## config.mk

```make
export PLATFORM = sky130hd
export DESIGN_NAME = neighbor_count_sequencer
export DESIGN_NICKNAME = d
export VERILOG_FILES = /design/src/rtl/neighbor_count_sequencer.sv
export SDC_FILE = /design/constraint.sdc
export NUM_CORES = 1
export LEC_CHECK = 0
export BUFFER_PORTS_ARGS = -buffer_cell sky130_fd_sc_hd__buf_2
export CAP_MARGIN = 25
export CORE_MARGIN = 1.5
export CORE_UTILIZATION = 47
export DETAILED_ROUTE_END_ITERATION = 7
export PLACE_DENSITY_LB_ADDON = 0.15
export SYNTH_ARGS = -nofsm -noshare
export SYNTH_HDL_FRONTEND = slang
export SYNTH_SLANG_ARGS = --single-unit
export TNS_END_PERCENT = 50
```

## constraint.sdc

```tcl
create_clock -name clk -period 2.15 [get_ports clk]
set_clock_uncertainty 0.2 [all_clocks]
set_input_delay 0.215 -clock clk [delete_from_list [all_inputs] [get_ports clk]]
set_output_delay 0.215 -clock clk [all_outputs]
set_load 0.01 [all_outputs]
```

## src/rtl/neighbor_count_sequencer.sv

```systemverilog
// Game-of-Life cell evaluator: counts live neighbours two at a time over four
// cycles, then reports the count and the Conway next-generation state.
module neighbor_count_sequencer (
  input  logic       clk,
  input  logic       rst_n,
  input  logic       start,
  input  logic [7:0] neighbors,
  input  logic       alive,
  output logic       busy,
  output logic       done,
  output logic [3:0] count,
  output logic       next_alive
);

  typedef enum logic [1:0] {IDLE, ACCUM, DONE_ST} state_t;

  state_t     state;
  logic [7:0] nbr_q;
  logic       alive_q;
  logic [1:0] idx;

  logic [1:0] pair_bits;
  logic [2:0] pair_sum;
  logic [3:0] acc_next;

  // One shared adder handles whichever neighbour pair idx selects this cycle.
  assign pair_bits = nbr_q[{idx, 1'b0} +: 2];
  assign pair_sum  = {2'b00, pair_bits[0]} + {2'b00, pair_bits[1]};
  assign acc_next  = count + {1'b0, pair_sum};

  function automatic logic conway_rule(input logic [3:0] c, input logic a);
    return (c == 4'd3) || ((c == 4'd2) && a);
  endfunction

  always_ff @(posedge clk or negedge rst_n) begin
    if (!rst_n) begin
      state      <= IDLE;
      nbr_q      <= '0;
      alive_q    <= 1'b0;
      idx        <= '0;
      count      <= '0;
      next_alive <= 1'b0;
      busy       <= 1'b0;
      done       <= 1'b0;
    end else begin
      case (state)
        IDLE, DONE_ST: begin
          if (start) begin
            nbr_q      <= neighbors;
            alive_q    <= alive;
            idx        <= '0;
            count      <= '0;
            next_alive <= 1'b0;
            state      <= ACCUM;
            busy       <= 1'b1;
            done       <= 1'b0;
          end else begin
            state <= IDLE;
            busy  <= 1'b0;
            done  <= 1'b0;
          end
        end
        ACCUM: begin
          // next_alive tracks the running count so it is final in DONE_ST.
          count      <= acc_next;
          next_alive <= conway_rule(acc_next, alive_q);
          idx        <= idx + 2'd1;
          if (idx == 2'd3) begin
            state <= DONE_ST;
            busy  <= 1'b0;
            done  <= 1'b1;
          end
        end
        default: begin
          state <= IDLE;
          busy  <= 1'b0;
          done  <= 1'b0;
        end
      endcase
    end
  end

endmodule

```

After elaboration in Yosys (flattened, before gate mapping)
Cells that the tools add are included.
W data, S select, Z words.
{"block": "word_totals", "reg_bits": 20, "wordCells": 40}
{"block": "classes", "eq_ne": 7, "n_mux": 14, "reduce_logical": 7, "shift": 1, "n_addsub": 3}
{"op": "$eq A4 B2 Y1 const B", "count": 2}
{"op": "$pmux W2 S2", "count": 2}
{"op": "$pmux W4 S2", "count": 1}
{"op": "$shiftx A8 B4 Y2", "count": 1}
{"op": "$mux W1", "count": 6}
{"op": "$add A4 B2 Y4", "count": 1}
{"op": "$eq A2 B2 Y1 const B", "count": 2}
{"op": "$mux W2", "count": 2}
{"op": "$mux W4", "count": 1}
{"op": "$ne A2 B2 Y1 const B", "count": 2}
{"op": "$pmux W1 S2", "count": 2}
{"op": "$reduce_and A2 Y1", "count": 2}
{"op": "$add A1 B1 Y2", "count": 1}
{"op": "$add A2 B1 Y2 const B", "count": 1}
{"op": "$eq A2 B1 Y1 const B", "count": 1}
{"op": "$logic_not A2 Y1", "count": 1}
{"op": "$reduce_bool A2 Y1", "count": 1}
{"op": "$reduce_or A2 Y1", "count": 1}
{"op": "$logic_and A1 B1 Y1", "count": 1}
{"op": "$logic_or A1 B1 Y1", "count": 1}

Logic depth before layout (Yosys ltp)
{"block": "depth", "depth_word": 7, "ltp_mapped": 8}

Worst setup path after synthesis
No wires, ideal clock.
{"block": "synth_path", "path_type": "register to register", "from": "reg idx[0]", "to": "reg count[1]", "period_less_slack_ps": 2272, "path_stages_with_launch": 8, "arrival_time_ps": 1951, "path_slack_ps": -122, "required_time_ps": 1829, "setup_time_ps": 121, "path_buffers": 0, "cell_sequence": "dfrtp_1 > mux4_1 > inv_1 > fa_1 > inv_1 > ha_1 > mux2_2 > a22o_1"}
{"block": "synth_via", "elab_chain_len": 4}
{"element": "start: declaration", "line": "20", "rtl": "logic [1:0] idx;"}
{"element": "start signal: assignment", "line": "67", "rtl": "idx <= idx + 2'd1;"}
{"element": "$shiftx A8 B4 Y2", "line": "27", "rtl": "assign pair_bits = nbr_q[{idx, 1'b0} +: 2];"}
{"element": "$add A1 B1 Y2", "line": "28", "rtl": "assign pair_sum = {2'b00, pair_bits[0]} + {2'b00, pair_bits[1]};"}
{"element": "$add A4 B2 Y4", "line": "29", "rtl": "assign acc_next = count + {1'b0, pair_sum};"}
{"element": "$pmux W4 S2", "line": "46", "rtl": "case (state)"}
{"element": "end signal: assignment", "line": "65", "rtl": "count <= acc_next;"}
{"element": "end: declaration", "line": "11", "rtl": "output logic [3:0] count,"}
No other way between the ends.
A chain may end at the register's enable or synchronous reset.

Worst setup path in the final report
Same ends and word-level chain as after synthesis.

==> run summary <==
Violation count after the first detailed-routing iteration: 7
LEAKAGE: 0.5894 nW
Reg-to-reg slack, setup: -0.09 ns
Delay-heaviest family, CP: multiplexers
DR vias/cell: 4.903
GPL Wtd Cong: 0.7772
Mapped Cells: 74
CP max stage delay: 0.52 ns
CP required: 2.14 ns
Min Tclk post-route: 2.242 ns
TritonCTS Buffers: 3
Netlist cell types: 21
Die H: 48.63 µm
CTS Sinks: 19
Die Area: 2364 µm²
WS Path Type: flip-flop to flip-flop
Post-Syn Nets: 89
Layout Cells excl Fill: 134
Crit-path cells: mux4_2 -> inv_2 -> fa_2 -> inv_2 -> ha_4 -> mux2_4 -> a22o_1
Status: finished with violations
Rows: 16
Placed inst area: 1076 µm²
Final ANT Viol Nets: 0
F_max: 0.4461 GHz
Peak VDD IR: 0.0007822 V
Total Wirelength: 1812 µm
Final Cycle Share: 1.043
Post-Synthesis Cell Area: 978.4 µm²
Warnings from Yosys: 0
CTS max path bufs: 2
Worst-path fanout max: 3
Post-synth EDFFs: 0
CTS tree: yes
Worst path buffer plus inverter count: 2
Final-stage net count: 123
Total GRT Usage: 0.1841
Slew headroom: 0.7025
Grt ovf: 0
Worst-Skew Late Latency: 0.29 ns
Final hold vios: 0
Final worst-path setup slack: -0.09187 ns
Worst reg2reg path endpoint: count[1]$_DFFE_PN0P_
Worst setup SP type: flip-flop
Cell Pwr Density: 1554 nW/µm²
Fill count: 193
HP Class: primary input to asynchronous set/reset pin
Mean post-synth cell area: 13.22 µm²
Worst slew pin tran: 0.4462 ns
Sequential area share after synthesis: 0.4859
Met3 Use GR: 0.04938
Commonest non-fill, non-tap cells in the layout: dfrtp_1 (19), buf_2 (18), dlygate4sd3_1 (11)
Type of destination of the critical path: flip-flop
Setup violators final: 2
CP startpoint: idx[0]$_DFFE_PN0P_
Worst EP arrival: 2.23 ns
RR Startpoint: idx[0]$_DFFE_PN0P_
Pre-CTS WS: -0.1176 ns
H-tree level count: 1
Vias in the first global route: 724
Final max-slew violation count: 0
Die Wd: 48.63 µm
First-pass GRT wire length: 3298 µm
Placed cells: 118
PortBufs: 18
N_diodes: 0
Reg clk slew, reported paths: 0.10 ns
Largest net degree at the start of global routing: 20
Max Cap Viol: 0
Placed wire-length estimate: 1222 µm
CP max-delay cell: mux4_2
CORE AREA: 1962 µm²
Main flop type after synthesis: dfrtp_1
Initial core utilization: 0.4987
Post-route cell area: 1239 µm²
GRT busiest layer: met2
Antenna violations before repair: 0
Drt first pass iters: 4
Commonest non-fill, non-tap cell in the layout: dfrtp_1
DR WL/cell: 13.52 µm
Syn-to-layout area delta: 26.60%
Failing checks: negative setup slack
Detailed-route via count: 657
Layout cell share with drive strength beyond 1: 0.4299
Met2 Use GR: 0.3059
Critical path's most frequent cell: inv_2
R2R depth: 7
Asr flop ratio synth: 1.000
Met1 Resource Use GR: 0.2240
I/O pins: 19
CTS root buffer: clkbuf_4
RSZ-0062 raised after global routing: true
Final design utilization: 0.6314
Number of synthesized register bits: 19
Residual DRC: 0
-- metrics by stage --
step / setup TNS [ns] / total power, mW / hold slack (ns)
2_1_floorplan: -0.1378 / 1.396 / -0.2806
3_3_place_gp: -0.1493 / 1.558 / -0.02474
3_5_place_dp: -0.2689 / 1.605 / -0.02743
4_1_cts: -0.1659 / 1.920 / 0.1763
5_1_grt: -0.3895 / 2.105 / 0.1974
6_report: -0.1551 / 1.925 / 0.1759
-- logic make-up after synthesis --
logic type	Yosys count	synth area share
AOI/OAI and AO/OA	10	0.08057
xor gates and xnor gates	5	0.04477
adders and majority gates	3	0.04603
buffers and inverters	9	0.05754
DFF	19	0.4859
muxes	13	0.1803
and+or+nand+nor	15	0.1049
-- how the worst max path moves through the flow --
stage / end / slack, ns / cells after the start
final: count[1]$_DFFE_PN0P_ / -0.09 / 7
after CTS: count[1]$_DFFE_PN0P_ / -0.08 / 7
after global routing: next_alive$_DFFE_PN0P_ / -0.16 / 7
after floorplan: count[1]$_DFFE_PN0P_ / -0.1 / 7
after global placement: count[1]$_DFFE_PN0P_ / -0.08 / 7
after detailed placement: count[1]$_DFFE_PN0P_ / -0.12 / 7
-- flip-flops by register name, summed over array words and instances, names as in the netlist --
name and cells:
busy 1, count 4, next_alive 1, done 1, idx 2, alive_q 1
state 1, nbr_q 8
-- final cells by class --
type	instances	area [µm²]	share of cell area
clock buffers	4	26.28	0.02121
inverters	6	22.52	0.01818
multi-input cells	46	457.9	0.3697
flip-flops and latches	19	475.5	0.3838
well taps	27	33.78	0.02727
repair buffers	32	222.7	0.1798
-- cell usage after synthesis, drive strengths merged, types with 2 or more instances --
library cell,number,share of area
dfrtp,19,0.49
mux4,2,0.054
nand2b,4,0.033
mux2,11,0.13
xnor2,3,0.027
xor2,2,0.018
a22o,4,0.036
nand3b,2,0.015
ha,2,0.026
nand2,3,0.012
inv,6,0.023
nor2,3,0.012
buf,3,0.035
o21ai,4,0.020
-- layer usage --
layer  up-vias  part of all wire
met1       309              0.44
met2        20              0.49
met4         0             0.029
met3         5             0.047
li1        323                 -
met5         -                 0
-- power by group --
part | leakage (nW) | internal [mW] | total (mW) | switching (mW)
Combinational | 0.342 | 0.610 | 1.04 | 0.428
Sequential | 0.233 | 0.531 | 0.711 | 0.180
Clock | 0.0150 | 0.0722 | 0.176 | 0.104
Total | 0.589 | 1.21 | 1.92 | 0.712
-- timing repair --
action / in CTS / in global routing
hold endpoints to repair: 30 / 0
pin swaps: 3 / 1
buffers inserted: 1 / 0
resized for setup: 6 / 1
setup endpoints to repair: 3 / 4
hold buffers: 11 / 0
(Power assumes the default switching activity.)
